<file path="src/rtl/traffic_sensor_cond_if.sv">
// traffic_sensor_cond_if
//   Groups the sensor-side inputs and the conditioned outputs of one
//   traffic_sensor_cond instance. clk and reset_n stay as plain ports.
//
//   Signals:
//     sen_a, sen_b         raw loop sensors (asynchronous to clk)
//     clr_cnt              synchronous clear of both arrival counters
//     ta, tb               registered "car present" per street
//     arrive_a, arrive_b   one-cycle pulse per accepted arrival
//     car_cnt_a, car_cnt_b saturating arrival counts (CNT_W bits)
//
//   There is no handshake: inputs are plain levels and every output is
//   free-running, so there is no valid/ready pair and no back-pressure.
//
//   Modports:
//     master - drives sensors/clear, observes outputs (controller side / bench)
//     slave  - the conditioner itself
interface traffic_sensor_cond_if #(
    parameter int CNT_W = 8
);
    logic             sen_a;
    logic             sen_b;
    logic             clr_cnt;
    logic             ta;
    logic             tb;
    logic             arrive_a;
    logic             arrive_b;
    logic [CNT_W-1:0] car_cnt_a;
    logic [CNT_W-1:0] car_cnt_b;

    modport master (
        output sen_a, sen_b, clr_cnt,
        input  ta, tb, arrive_a, arrive_b, car_cnt_a, car_cnt_b
    );

    modport slave (
        input  sen_a, sen_b, clr_cnt,
        output ta, tb, arrive_a, arrive_b, car_cnt_a, car_cnt_b
    );
endinterface

</file>
<file path="src/rtl/traffic_sensor_cond.sv">
// traffic_sensor_cond
//   Conditions the two raw vehicle-loop sensors into the clean ta/tb inputs
//   of the traffic light controller. Per street: two-flop synchronizer,
//   debouncer, hold timer that stretches "car present" across short gaps,
//   and a saturating arrival counter. Channel 0 is street A, channel 1 is
//   street B; the two channels share nothing but clk/reset_n/clr_cnt.
//
//   Ports:
//     clk      in   clock
//     reset_n  in   asynchronous, active-low reset (clears every flop)
//     bus      slave modport of traffic_sensor_cond_if:
//                sen_a/sen_b in, clr_cnt in,
//                ta/tb, arrive_a/arrive_b, car_cnt_a/car_cnt_b out
//
//   Parameters:
//     DEB_CYCLES  consecutive synchronized cycles a new level must persist (>=1)
//     HOLD_CYCLES extra cycles ta/tb stay high after the debounced level falls
//     CNT_W       width of each arrival counter (must match the interface)
module traffic_sensor_cond #(
    parameter int DEB_CYCLES  = 4,
    parameter int HOLD_CYCLES = 8,
    parameter int CNT_W       = 8
) (
    input  logic                   clk,
    input  logic                   reset_n,
    traffic_sensor_cond_if.slave   bus
);
    localparam int DCNT_W = (DEB_CYCLES < 1) ? 1 : $clog2(DEB_CYCLES + 1);
    // A zero hold time still needs a legal one-bit register; it just never
    // leaves zero.
    localparam int HCNT_W = (HOLD_CYCLES < 1) ? 1 : $clog2(HOLD_CYCLES + 1);

    localparam logic [DCNT_W-1:0] DEB_LAST = DCNT_W'(DEB_CYCLES - 1);
    localparam logic [HCNT_W-1:0] HOLD_VAL = HCNT_W'(HOLD_CYCLES);
    localparam logic [CNT_W-1:0]  CNT_MAX  = {CNT_W{1'b1}};

    logic [1:0]       sen_raw;
    logic [1:0]       tx_w;
    logic [1:0]       arr_w;
    logic [CNT_W-1:0] cnt_w [2];

    assign sen_raw = {bus.sen_b, bus.sen_a};

    for (genvar ch = 0; ch < 2; ch++) begin : g_chan
        logic              s1;
        logic              s2;
        logic              deb;
        logic              deb_prev;
        logic              deb_next;
        logic              rise;
        logic [DCNT_W-1:0] dcnt;
        logic [HCNT_W-1:0] hcnt;
        logic              tx;
        logic              arrive;
        logic [CNT_W-1:0]  cnt;

        // deb flips on the DEB_CYCLES-th consecutive edge on which the
        // synchronized level disagrees with it.
        always_comb begin
            deb_next = deb;
            if ((s2 != deb) && (dcnt == DEB_LAST)) begin
                deb_next = s2;
            end
        end

        // deb_prev lags deb by one edge, so this is high exactly on the edge
        // after deb went 0->1: the edge that raises tx and pulses arrive.
        assign rise = deb & ~deb_prev;

        always_ff @(posedge clk or negedge reset_n) begin
            if (!reset_n) begin
                s1       <= 1'b0;
                s2       <= 1'b0;
                deb      <= 1'b0;
                deb_prev <= 1'b0;
                dcnt     <= '0;
                hcnt     <= '0;
                tx       <= 1'b0;
                arrive   <= 1'b0;
                cnt      <= '0;
            end else begin
                s1 <= sen_raw[ch];
                s2 <= s1;

                // Any agreement restarts the persistence count.
                if (s2 == deb) begin
                    dcnt <= '0;
                end else if (dcnt == DEB_LAST) begin
                    dcnt <= '0;
                end else begin
                    dcnt <= dcnt + DCNT_W'(1);
                end

                deb      <= deb_next;
                deb_prev <= deb;

                // A rise during the hold window kills the timer; tx stays
                // high through deb, so there is no gap.
                if (deb && !deb_next) begin
                    hcnt <= HOLD_VAL;
                end else if (!deb && deb_next) begin
                    hcnt <= '0;
                end else if (hcnt != '0) begin
                    hcnt <= hcnt - HCNT_W'(1);
                end

                tx     <= deb | (hcnt != '0);
                arrive <= rise;

                // Clear has priority over a coincident increment.
                if (bus.clr_cnt) begin
                    cnt <= '0;
                end else if (rise && (cnt != CNT_MAX)) begin
                    cnt <= cnt + CNT_W'(1);
                end
            end
        end

        assign tx_w[ch]  = tx;
        assign arr_w[ch] = arrive;
        assign cnt_w[ch] = cnt;
    end

    assign bus.ta        = tx_w[0];
    assign bus.tb        = tx_w[1];
    assign bus.arrive_a  = arr_w[0];
    assign bus.arrive_b  = arr_w[1];
    assign bus.car_cnt_a = cnt_w[0];
    assign bus.car_cnt_b = cnt_w[1];
endmodule

</file>
<file path="src/flat_wrapper.sv">
// flat-port wrapper written by rule: the top's interface ports become plain ports
module traffic_sensor_cond_flat 
#(
    parameter int DEB_CYCLES  = 4,
    parameter int HOLD_CYCLES = 8,
    parameter int CNT_W       = 8
)
  (clk, reset_n, bus_sen_a, bus_sen_b, bus_clr_cnt, bus_ta, bus_tb, bus_arrive_a, bus_arrive_b, bus_car_cnt_a, bus_car_cnt_b);
  traffic_sensor_cond_if #(.CNT_W(CNT_W)) bus_i ();
  input  logic clk;
  input  logic reset_n;
  input wire logic [$bits(bus_i.sen_a)-1:0] bus_sen_a;
  input wire logic [$bits(bus_i.sen_b)-1:0] bus_sen_b;
  input wire logic [$bits(bus_i.clr_cnt)-1:0] bus_clr_cnt;
  output wire logic [$bits(bus_i.ta)-1:0] bus_ta;
  output wire logic [$bits(bus_i.tb)-1:0] bus_tb;
  output wire logic [$bits(bus_i.arrive_a)-1:0] bus_arrive_a;
  output wire logic [$bits(bus_i.arrive_b)-1:0] bus_arrive_b;
  output wire logic [$bits(bus_i.car_cnt_a)-1:0] bus_car_cnt_a;
  output wire logic [$bits(bus_i.car_cnt_b)-1:0] bus_car_cnt_b;
  assign bus_i.sen_a = bus_sen_a;
  assign bus_i.sen_b = bus_sen_b;
  assign bus_i.clr_cnt = bus_clr_cnt;
  assign bus_ta = bus_i.ta;
  assign bus_tb = bus_i.tb;
  assign bus_arrive_a = bus_i.arrive_a;
  assign bus_arrive_b = bus_i.arrive_b;
  assign bus_car_cnt_a = bus_i.car_cnt_a;
  assign bus_car_cnt_b = bus_i.car_cnt_b;
  traffic_sensor_cond #(.DEB_CYCLES(DEB_CYCLES), .HOLD_CYCLES(HOLD_CYCLES), .CNT_W(CNT_W)) u_core (.clk(clk), .reset_n(reset_n), .bus(bus_i));
endmodule
</file>
<file path="config.mk">
export PLATFORM = sky130hd
export DESIGN_NAME = traffic_sensor_cond_flat
export DESIGN_NICKNAME = d
export VERILOG_FILES = /design/src/rtl/traffic_sensor_cond_if.sv /design/src/rtl/traffic_sensor_cond.sv /design/src/flat_wrapper.sv
export SDC_FILE = /design/constraint.sdc
export NUM_CORES = 1
export LEC_CHECK = 0
export CAP_MARGIN = 20
export CORE_UTILIZATION = 40
export CTS_CLUSTER_DIAMETER = 60
export DETAILED_ROUTE_END_ITERATION = 10
export PLACE_DENSITY = 0.62
export SYNTH_ARGS = -nofsm -noshare
export SYNTH_HDL_FRONTEND = slang
export SYNTH_SLANG_ARGS = --single-unit
</file>
<file path="constraint.sdc">
create_clock -name clk -period 1.69 [get_ports clk]
set_clock_uncertainty 0.1 [all_clocks]
set_input_delay 0.169 -clock clk [delete_from_list [all_inputs] [get_ports clk]]
set_output_delay 0.169 -clock clk [all_outputs]
set_load 0.01 [all_outputs]
</file>
==> results.sh <==
export IMPL_timing_hold_violations_final=0
export IMPL_drtIter0Drc=72
export IMPL_fin_crit_ps=1650
export IMPL_fin_tns_setup_ps=0
export IMPL_synthCells=185
export IMPL_r2r_start="u_core.bus.car_cnt_b[0]"
export IMPL_gr_usage_all_layers_pct=16.1
export IMPL_p_leak_nw=1.19
export IMPL_ant_nets=0
export IMPL_drc=0
export IMPL_hold_end="u_core.g_chan[0].s1"
export IMPL_max_slew_margin_rel_pct=71.7
export IMPL_synth_simple_area_share_pct=23.3
export IMPL_netlist_area_mm2=0.00205
export IMPL_post_dp_hpwl_um=2940
export IMPL_grt_pass1_vias=1510
export IMPL_antenna_found_initial=0
export IMPL_port_buffer_count=24
export IMPL_rsz0062_at_grt="false"
export IMPL_synth_avg_cell_area_um2=11.1
export IMPL_viasPerCell=5.18
export IMPL_hold_ws_ps=208
export IMPL_async_flop_share_pct=100
export IMPL_grtUsageMet1_pct=19.8
export IMPL_worst_pin_slew_ps=425
export IMPL_worstSetupStartpoint="u_core.bus.car_cnt_b[0]"
export IMPL_irDropWorstVdd_mv=0.595
export IMPL_ys_warn_count=0
export IMPL_cts_buffers=5
export IMPL_synth_main_ff_cell="dfrtp_1"
export IMPL_initial_core_util_pct=42.6
export IMPL_dpl_instance_area_mm2=0.00248
export IMPL_yosys_register_bits=42
export IMPL_reg2reg_slack_ps=40
export IMPL_r2r_end="u_core.bus.car_cnt_b[6]"
export IMPL_final_common_cell="dfrtp_1"
export IMPL_clock_path_buffers=2
export IMPL_cp_max_fo=5
export IMPL_num_io_pins=25
export IMPL_powerDensity_mw_per_mm2=1310
export IMPL_hold_depth=1
export IMPL_worstPathRequired_ps=1780
export IMPL_detail_route_wl_per_cell_um=13.2
export IMPL_grt_busiest_layer="met2"
export IMPL_cp_end_kind="register"
export IMPL_holdCritPathClass="input pin to register"
export IMPL_drive_above_1_share_pct=20.2
export IMPL_synthMuxAreaShare_pct=5.72
export IMPL_cp_arrival_ps=1730
export IMPL_synth_edf_count=0
export IMPL_critical_path_cell_chain="ha_4 -> and3_4 -> or4b_1 -> o211a_1"
export IMPL_vias=1528
export IMPL_slowest_stage="or4b_1"
export IMPL_synth_adder_area_share_pct=4.87
export IMPL_syn_nets=198
export IMPL_synthXorXnorAreaFrac_pct=1.71
export IMPL_tritoncts="built"
export IMPL_synth_distinct_cells=42
export IMPL_use_met3_pct=4.25
export IMPL_crit_path_start_kind="register"
export IMPL_rr_worst_depth=4
export IMPL_dp_slack_ps=3.59
export IMPL_drt_total_wl_um=3890
export IMPL_final_cell_mix="dfrtp_1 (38), clkdlybuf4s50_1 (23), nor2_1 (21)"
export IMPL_post_route_util_pct=54.1
export IMPL_final_setup_worst_slack_ps=44.4
export IMPL_die_w_um=73.7
export IMPL_fmax_ghz=0.608
export IMPL_max_cap_viol_count=0
export IMPL_cp_top_family="simple AND/OR/NAND/NOR gates"
export IMPL_crit_type="register to register"
export IMPL_worst_path_stages=4
export IMPL_met2_usage_pct=27.3
export IMPL_final_max_slew_violation_count=0
export IMPL_clock_latency_ps=290
export IMPL_dieArea_mm2=0.00543
export IMPL_fin_crit_sh_pct=97.4
export IMPL_core_mm2=0.00482
export IMPL_htreeDepth=2
export IMPL_yosysSeqAreaShare_pct=51.2
export IMPL_grt_overflow_total=0
export IMPL_insertedDiodeCount=0
export IMPL_outcome="finished clean"
export IMPL_clk_pin_slew_ps=90
export IMPL_setup_viol=0
export IMPL_die_h_um=73.7
export IMPL_grt_pass1_wl_um=6630
export IMPL_grt_max_degree=20
export IMPL_cp_buffers_inverters=0
export IMPL_first_pass_iters=4
export IMPL_min_from="bus_sen_a"
export IMPL_synth_top_family_by_area="simple AND/OR/NAND/NOR gates"
export IMPL_rows=25
export IMPL_area_growth_pct=26.7
export IMPL_finalInstanceArea_mm2=0.00260
export IMPL_slowest_delay_ps=510
export IMPL_place_congestion=0.804
export IMPL_synth_compound_area_share_pct=9.87
export IMPL_nNetsFinal=240
export IMPL_ctsRootBufferMaster="clkbuf_8"
export IMPL_cts_sinks=42
[synth_stat cells (3+ instances only)]
library cell | number | area, µm²
o211a_1 | 3 | 30.0
nor3_1 | 4 | 20.0
inv_1 | 9 | 33.8
nor2_1 | 21 | 78.8
xnor2_1 | 4 | 35.0
mux2_2 | 6 | 67.6
a211oi_1 | 6 | 45.0
and2b_1 | 3 | 22.5
dfrtp_1 | 42 | 1050
nand3_1 | 4 | 20.0
nor2b_1 | 5 | 31.3
a21oi_1 | 6 | 30.0
nand2b_1 | 9 | 56.3
mux2i_1 | 5 | 50.1
ha_1 | 8 | 100
nor3b_1 | 8 | 60.1
nand2_1 | 8 | 30.0
[through the flow]
step	power, mW	std cells
global route	3.68	295
floorplan	2.26	185
detailed placement	2.75	286
CTS	3.43	295
global placement	2.66	286
finish	3.42	295
[routing by layer]
layer	vias to the layer above	wire [µm]
met1	754	1760
met3	4	131
met2	35	1960
li1	735	-
met4	0	40
met5	-	0
[registers in the layout, summed over array words and instances (netlist names)]
register,flops
u_core.g_chan.deb_prev,2
u_core.g_chan.deb,2
u_core.g_chan.s1,2
u_core.bus.car_cnt_b,8
u_core.g_chan.s2,2
u_core.g_chan.dcnt,6
u_core.bus.arrive_a,1
u_core.bus.ta,1
u_core.bus.car_cnt_a,8
u_core.bus.tb,1
u_core.g_chan.hcnt,8
u_core.bus.arrive_b,1
[power breakdown]
part	switching, mW	internal (mW)	total [mW]	leakage [nW]
sequential	0.190	1.27	1.46	0.530
combinational	0.588	0.702	1.29	0.614
clock	0.369	0.298	0.668	0.0447
[repair_timing]
action	in CTS	in global routing
pin swaps	0	0
hold buffers	1	0
endpoints found under the setup margin	1	6
buffers inserted	0	0
endpoints found under the hold margin	17	0
resized for setup	2	4
[cell families after synthesis]
kind of cell	count (synthesis)
xor gates and xnor gates	4
and+or+nand+nor	78
DFF	42
muxes	11
buffers and inverters	15
AOI/OAI and AO/OA	27
adders and majority gates	8
[worst max-delay path by stage]
stage	to	slack, ps
after floorplan	u_core.bus.car_cnt_a[6]	3
after global placement	u_core.bus.car_cnt_a[6]	40
after detailed placement	u_core.bus.car_cnt_b[6]	4
after CTS	u_core.bus.car_cnt_a[3]	0.1
after global routing	bus_car_cnt_b[1]	6
final	u_core.bus.car_cnt_b[6]	40
[layout make-up]
class                           instances  area [µm²]
Clock inverter                          3        25.0
Tap cell                               67        83.8
Fill cell                             430        2210
Multi-Input combinational cell        128         975
Clock buffer                            5        68.8
Timing Repair Buffer                   40         358
Sequential cell                        42        1060
Inverter                               10        37.5
No activity file was read; power rests on OpenSTA's default activity.
